[config.mk]
export PLATFORM = sky130hd
export DESIGN_NAME = spi_aes_sequencer
export DESIGN_NICKNAME = d
export VERILOG_FILES = /design/src/rtl/spi_aes_sequencer.sv
export SDC_FILE = /design/constraint.sdc
export NUM_CORES = 1
export LEC_CHECK = 0
export BUFFER_PORTS_ARGS = -buffer_cell sky130_fd_sc_hd__buf_4
export CORE_MARGIN = 2
export CORE_UTILIZATION = 30
export CTS_BUF_LIST = sky130_fd_sc_hd__clkbuf_8
export DETAILED_ROUTE_END_ITERATION = 6
export GPL_ROUTABILITY_DRIVEN = 0
export PLACE_DENSITY = 0.53
export SYNTH_ARGS = -nofsm -noshare
export SYNTH_HDL_FRONTEND = slang
export SYNTH_SLANG_ARGS = --single-unit
export TNS_END_PERCENT = 100
[constraint.sdc]
create_clock -name clk -period 4.3 [get_ports clk]
set_input_delay 0.86 -clock clk [delete_from_list [all_inputs] [get_ports clk]]
set_output_delay 0.86 -clock clk [all_outputs]
set_load 0.01 [all_outputs]
[src/rtl/spi_aes_sequencer.sv]
// Runs one AES job over a byte-level SPI master: command, key, plaintext, then a
// 16-byte ciphertext readback. Owns chip-select timing, byte order and abort.
module spi_aes_sequencer #(
    parameter int         CS_SETUP   = 2,
    parameter int         CS_HOLD    = 2,
    parameter int         GAP_CYCLES = 1,
    parameter logic [7:0] CMD_BASE   = 8'hA0
) (
    input  logic         clk,
    input  logic         reset,
    input  logic         enable,
    input  logic [1:0]   size,
    input  logic [255:0] key_in,
    input  logic [127:0] data_in,
    output logic         byte_start,
    output logic [7:0]   byte_tx,
    input  logic         byte_done,
    input  logic [7:0]   byte_rx,
    output logic         cs_n,
    output logic         busy,
    output logic         done,
    output logic         err,
    output logic [127:0] data_out
);
    typedef enum logic [3:0] {
        S_IDLE, S_SETUP, S_CMD, S_KEY, S_DATA, S_READ, S_GAP, S_HOLD, S_DONE, S_ERROR
    } state_t;

    localparam logic [7:0] SETUP_LAST = 8'(CS_SETUP - 1);
    localparam logic [7:0] GAP_LAST   = 8'(GAP_CYCLES - 1);
    localparam logic [7:0] HOLD_LAST  = 8'(CS_HOLD - 1);

    state_t           state, state_nx;
    logic             en_low, start, abort_r, aborting, in_byte, in_active, last, issue;
    logic [1:0]       size_r, ph, ph_nx, iss_ph;
    logic [4:0]       idx, idx_nx, iss_idx;
    logic [5:0]       len;
    logic [7:0]       cnt, tx_nx;
    logic [31:0][7:0] key_r;
    logic [15:0][7:0] data_r;
    logic [127:0]     shreg;

    function automatic state_t phase_state(input logic [1:0] p);
        case (p)
            2'd0:    return S_CMD;
            2'd1:    return S_KEY;
            2'd2:    return S_DATA;
            default: return S_READ;
        endcase
    endfunction

    assign in_byte   = state inside {S_CMD, S_KEY, S_DATA, S_READ};
    assign in_active = in_byte || (state inside {S_SETUP, S_GAP});
    // en_low resets to 0 so a level held high across reset release is not an edge
    assign start     = (state == S_IDLE) && enable && en_low;
    assign aborting  = abort_r || !enable;
    assign issue     = (state_nx inside {S_CMD, S_KEY, S_DATA, S_READ}) && (!in_byte || byte_done);

    // ph/idx name the byte in flight, or in GAP the byte about to be sent
    always_comb begin
        case (ph)
            2'd0:    len = 6'd1;
            2'd1:    len = 6'd16 + {1'b0, size_r, 3'b000};
            default: len = 6'd16;
        endcase
        last    = ({1'b0, idx} == len - 6'd1);
        ph_nx   = last ? ph + 2'd1 : ph;
        idx_nx  = last ? 5'd0 : idx + 5'd1;
        iss_ph  = in_byte ? ph_nx : ph;
        iss_idx = in_byte ? idx_nx : idx;
        case (iss_ph)
            2'd0:    tx_nx = CMD_BASE | {6'b0, size_r};
            2'd1:    tx_nx = key_r[5'd31 - iss_idx];
            2'd2:    tx_nx = data_r[4'd15 - iss_idx[3:0]];
            default: tx_nx = 8'h00;
        endcase
    end

    always_ff @(posedge clk or negedge reset) begin
        if (!reset) state <= S_IDLE;
        else        state <= state_nx;
    end

    always_comb begin
        state_nx = state;
        case (state)
            S_IDLE: if (start) state_nx = (size == 2'b11) ? S_ERROR : S_SETUP;
            S_SETUP: begin
                if (!enable)                 state_nx = S_HOLD;
                else if (cnt == SETUP_LAST)  state_nx = S_CMD;
            end
            S_CMD, S_KEY, S_DATA, S_READ: begin
                if (byte_done) begin
                    if (aborting || (ph == 2'd3 && last)) state_nx = S_HOLD;
                    else if (GAP_CYCLES == 0)             state_nx = phase_state(ph_nx);
                    else                                  state_nx = S_GAP;
                end
            end
            S_GAP: begin
                if (!enable)              state_nx = S_HOLD;
                else if (cnt == GAP_LAST) state_nx = phase_state(ph);
            end
            S_HOLD:  if (cnt == HOLD_LAST) state_nx = abort_r ? S_ERROR : S_DONE;
            default: state_nx = S_IDLE;
        endcase
    end

    always_comb begin
        cs_n = 1'b1;
        busy = 1'b0;
        done = 1'b0;
        if (in_active || state == S_HOLD) begin
            cs_n = 1'b0;
            busy = 1'b1;
        end
        if (state == S_DONE) done = 1'b1;
    end

    always_ff @(posedge clk or negedge reset) begin
        if (!reset) begin
            en_low     <= 1'b0;
            abort_r    <= 1'b0;
            size_r     <= '0;
            key_r      <= '0;
            data_r     <= '0;
            shreg      <= '0;
            ph         <= '0;
            idx        <= '0;
            cnt        <= '0;
            byte_start <= 1'b0;
            byte_tx    <= '0;
            err        <= 1'b0;
            data_out   <= '0;
        end else begin
            en_low     <= !enable;
            byte_start <= issue;
            cnt        <= (state_nx != state) ? 8'd0 : cnt + 8'd1;
            if (issue) byte_tx <= tx_nx;
            if (in_active && !enable) abort_r <= 1'b1;
            if (start) begin
                err     <= 1'b0;
                abort_r <= 1'b0;
                size_r  <= size;
                key_r   <= key_in;
                data_r  <= data_in;
                ph      <= '0;
                idx     <= '0;
            end
            if (in_byte && byte_done) begin
                ph  <= ph_nx;
                idx <= idx_nx;
                if (state == S_READ) shreg <= {shreg[119:0], byte_rx};
            end
            if (state_nx == S_ERROR) err <= 1'b1;
            if (state_nx == S_DONE)  data_out <= shreg;
        end
    end
endmodule
; ---- Word level (Yosys, flattened, before mapping)
; Cells that the tools add are included.
[classes]
add_sub_neg = 7
magnitude_cmp = 2
eq_ne = 23
muxes = 34
reduce_logical = 25
[ops]
columns = operator, n
row1 = $bmux W8 S5, 1
row2 = $bmux W8 S4, 1
row3 = $mux W4, 8
row4 = $eq A4 B3 Y1 const B, 6
row5 = $mux W8, 3
row6 = $pmux W8 S3, 1
row7 = $mux W5, 4
row8 = $pmux W4 S5, 1
row9 = $eq A4 B2 Y1 const B, 4
row10 = $eq A4 B4 Y1 const B, 3
row11 = $pmux W6 S2, 1
row12 = $mux W1, 9
row13 = $pmux W3 S3, 1
row14 = $add A8 B1 Y8 const B, 1
row15 = $eq A2 B2 Y1 const B, 4
row16 = $eq A8 B1 Y1 const B, 1
row17 = $logic_not A8 Y1, 1
row18 = $mux W2, 4
row19 = $reduce_bool A2 Y1, 4
row20 = $reduce_bool A4 Y1, 2
row21 = $add A5 B5 Y6 const A, 1
row22 = $eq A5 B6 Y1, 1
row23 = $logic_and A1 B1 Y1, 6
row24 = $lt A5 B6 Y1 const B, 1
row25 = 15 further kinds, 22
[totals]
ff_bits = 673
in_bits = 398
out_inout_bits = 141
wordCells = 151

; ---- Depth between registers and ports, before layout
[depth]
depth_word = 12
ltp_mapped = 18
ltp_nobuf = 13

; ---- Worst setup path after synthesis
; No wires, ideal clock.
[synth_timing]
kind = flip-flop to flip-flop
startpoint = reg ph[1]
endpoint = reg byte_tx[0]
setup_ns = 0.144
t_arrival_ns = 3.696
required_time_ns = 4.156
slack_ns = 0.460
path_stages_with_launch = 18
path_cell_list = dfrtp_1 clkbuf_1 inv_1 ha_1 clkbuf_1 nand2_1 ha_1 xnor2_1 nor4_1 and3_1 buf_2 nor2_1 clkbuf_1 clkbuf_1 mux4_2 a32o_1 a311oi_1 a41oi_1
[synth_via]
elab_chain_cells = 12
elab_cells_between_ends = 36
[synth_lines]
columns = element, line
row1 = "start, declared", 35  ; logic [1:0] size_r, ph, ph_nx, iss_ph;
row2 = "start signal, assigned", 150  ; ph <= ph_nx;
row3 = "parallel branches: the longest is 12 deep, another holds $sub A6 B1 Y6", n/a
row4 = "end signal, assigned", 138  ; if (issue) byte_tx <= tx_nx;
row5 = "end, declared", 16  ; output logic [7:0] byte_tx,
; Parallel ways; which one is timed is not known. The select of a mux whose other input is x is not followed.
; A chain may end at the register's enable or synchronous reset.

; ---- Worst setup path after layout
[layout_timing]
startpoint = reg ph[1]
endpoint = reg byte_tx[1]
; The elaborated chain is that of the path after synthesis.

==> qor.csv <==
stage,metric,value,unit
die,CORE AREA,98600,µm²
sta,Clock Skew,0.0843,ns
synthesis,post-synthesis async set-or-reset flop share,1.00,
die,# rows,115,
critical_path,CP startpoint,ph[1]$_DFFE_PN0P_,
power,P per Cell Area,697,nW/µm²
clock_network,clock root buffer,clkbuf_8,
synthesis,"Avg Cell Area, Syn",10.6,µm²
detailed_routing,"antenna viol nets, final",0,
sta,final setup vio count,0,
sta,fin. max-slew vios,0,
clock_network,hold buffer count at cts,0,
sta,worst-margin pin slew,0.827,ns
cells_and_area,Sequential Area,16800,µm²
critical_path,Critical Path End Type,flop,
detailed_routing,vias,22900,
placed_design,Port Buffers,538,
detailed_routing,wire per inst,21.4,µm
cells_and_area,Layout area overhead,28.2,%
critical_path,Critical Path Start Type,flop,
cells_and_area,Final Non-Filler Cells,4787,
flow_run,max-cap violation count,0,
clock_network,clk buf depth,3,
sta,Max Freq,238,MHz
global_routing,GRT Util Overall,0.199,
run_status,status,finished clean,
cells_and_area,share of cells above drive strength 1,0.326,
placed_design,Detailed Place HPWL,75.2,mm
sta,final hold violation count,0,
critical_path,R2R Path Start,ph[1]$_DFFE_PN0P_,
global_routing,gr ovfl total,0,
clock_network,CTS Buf Count,119,
cells_and_area,post-route cell area,38300,µm²
power,leakage,19.7,nW
die,die height,320,µm
synthesis,post-synth cell types,71,
placed_design,DP Cell Count,4554,
clock_network,clk_lat worst skew,0.81,ns
detailed_routing,Iteration-0 DRC Markers,1738,
sta,Final Critical Period,4.20,ns
placed_design,dpl ws,0.0571,ns
global_routing,largest net degree at the start of global routing,180,
critical_path,worst path required time,4.90,ns
synthesis,"Seq/Total Area, Yosys",0.563,
critical_path,"Max FO, Critical Path",16,
detailed_routing,drt first pass iters,5,
sta,final worst-path cycle share,0.978,
clock_network,CTS sink count,673,
cells_and_area,fin nets,3799,
die,Initial Utilization,0.303,
die,# IOs,539,
power,Power Total,26.7,mW
synthesis,flop and latch count out of synthesis,673,
sta,Final WS setup,0.0964,ns
synthesis,number of synthesized flops with an enable pin,0,
clock_network,"Reg clk slew, reported paths",0.07,ns
power,Peak VDD IR,0.000335,V
global_routing,first-pass GRT wire length,153,mm
clock_network,clock tree from TritonCTS,done,
global_routing,number of global-route vias before repair,23600,
die,Die X,320,µm
detailed_routing,Via density,4.78,
hold_path,worst hold path class,in2async,
detailed_routing,drt drc,0,
cells_and_area,multi-input logic area,12200,µm²
clock_network,Max H-tree Level,3,
global_routing,initial antenna violation count,13,
synthesis,Post-Syn Nets,3238,
synthesis,Mapped Area,29900,µm²
cells_and_area,final core occ,0.389,
synthesis,"Top FF cell, synth",dfrtp_1,
sta,relative slew slack,0.449,
sta,setup TNS,0,ns
synthesis,YS warnings,0,
detailed_routing,routed wire length,102,mm
synthesis,post-synthesis cell count,2829,
critical_path,Worst Path Arrival,4.81,ns
die,Die ar.,102000,µm²
critical_path,"Worst Path Class, Setup",reg2reg,
sta,Worst Hold Slack,0.0554,ns
cells_and_area,number of fill cells,9871,
placed_design,placed instance area,35500,µm²
-- sequential cells by signal, indices dropped and copies added (netlist names) --
signal and cells:
data_out 128, en_low 1, abort_r 1, key_r 256, size_r 2, byte_tx 8
err 1, byte_start 1, data_r 128, cnt 8, shreg 128, idx 5
state 4, ph 2
-- worst max-delay path: stages (launching register included) --
cell and delay [ns]:
dfrtp_1 0.38, inv_1 0.14, ha_2 0.29, nand2_1 0.08
ha_1 0.36, xnor2_2 0.21, nor2_1 0.11, a31o_2 0.37
o21ai_4 0.22, buf_12 0.20, buf_12 0.21, mux4_2 0.52
a22oi_2 0.31, nand2_1 0.18, a22oi_2 0.27, a31oi_1 0.12
-- synth_stat cells (4+ instances only) --
cell	count	area, µm²
a211oi_1	11	82.6
a21oi_1	10	50.1
a221oi_1	7	61.3
a22o_1	8	70.1
a22oi_1	22	165
a311oi_1	8	70.1
a31oi_1	14	87.6
a32oi_1	12	105
and2_1	9	56.3
and3_1	11	68.8
buf_1	9	33.8
buf_12	11	220
buf_2	13	65.1
buf_4	4	30.0
clkbuf_1	133	499
dfrtp_1	673	16800
ha_1	11	138
inv_1	13	48.8
mux2_1	20	225
mux2_2	140	1580
mux2_4	100	1500
mux2i_1	16	160
mux4_2	68	1530
nand2_1	1290	4840
nand3_1	27	135
nand4_1	16	100
nor2_1	48	180
nor3_1	17	85.1
nor4_1	9	56.3
nor4b_1	4	35.0
o211a_1	6	60.1
o21ai_0	12	60.1
o221ai_1	5	43.8
xnor2_1	6	52.6
xor2_1	7	61.3
-- where the power goes --
part	leakage, nW	internal [mW]	switching, mW	total, mW
combinational	9.30	4.48	5.56	10.0
clock	1.51	3.75	2.86	6.61
sequential	8.88	8.49	1.58	10.1
total	19.7	16.7	10.0	26.7
-- cell type report --
type                            count  area share
Sequential cell                   673       0.439
Multi-Input combinational cell   1969       0.318
Timing Repair Buffer              614       0.127
Clock buffer                      166      0.0596
Tap cell                         1287      0.0420
Clock inverter                     57      0.0114
Inverter                           13     0.00127
Antenna cell                        8    0.000522
-- placed cells by master (no fill, tap or decap), types with 20 or more instances in the layout --
cell | Yosys | final
mux2_1 | 20 | 20
nand2_1 | 1290 | 1289
buf_12 | 11 | 20
mux2_2 | 140 | 140
clkbuf_8 | 0 | 166
mux4_2 | 68 | 68
a22oi_1 | 22 | 20
nor2_1 | 48 | 43
dfrtp_1 | 673 | 673
mux2_4 | 100 | 100
buf_4 | 4 | 592
nand3_1 | 27 | 27
inv_1 | 13 | 42
-- what timing repair did --
item | CTS | global route
gates cloned | 0 | 1
buffers inserted | 0 | 1
gates resized for setup | 1 | 4
setup endpoints to repair | 1 | 7
pin swaps | 0 | 1
hold endpoints to repair | 0 | 0
-- metal layers --
layer | vias up | share of wire | track usage
met3 | 194 | 0.066 | 0.0475
met1 | 11300 | 0.43 | 0.264
met5 | - | 0.00025 | 0
li1 | 10600 | - | -
met2 | 808 | 0.46 | 0.306
met4 | 4 | 0.045 | 0.0972
-- logic make-up after synthesis --
family | share of synthesized area
simple gates | 0.192
mux | 0.167
compound gates | 0.0377
xor+xnor | 0.00381
buf+inv | 0.0313
flops | 0.563
fa+ha+maj | 0.00460
-- worst paths after layout --
path | endpoint | slack [ns] | depth (start not counted)
max in group asynchronous | key_r[253]$_DFFE_PN0P_ | 2.96 | 3
min | key_r[10]$_DFFE_PN0P_ | 0.06 | 1
min in group clk | key_r[231]$_DFFE_PN0P_ | 0.24 | 3
max reg2reg | byte_tx[1]$_DFFE_PN0P_ | 0.1 | 15
max | byte_tx[1]$_DFFE_PN0P_ | 0.1 | 15
min reg2reg | key_r[8]$_DFFE_PN0P_ | 0.47 | 2
(Power assumes the default switching activity.)
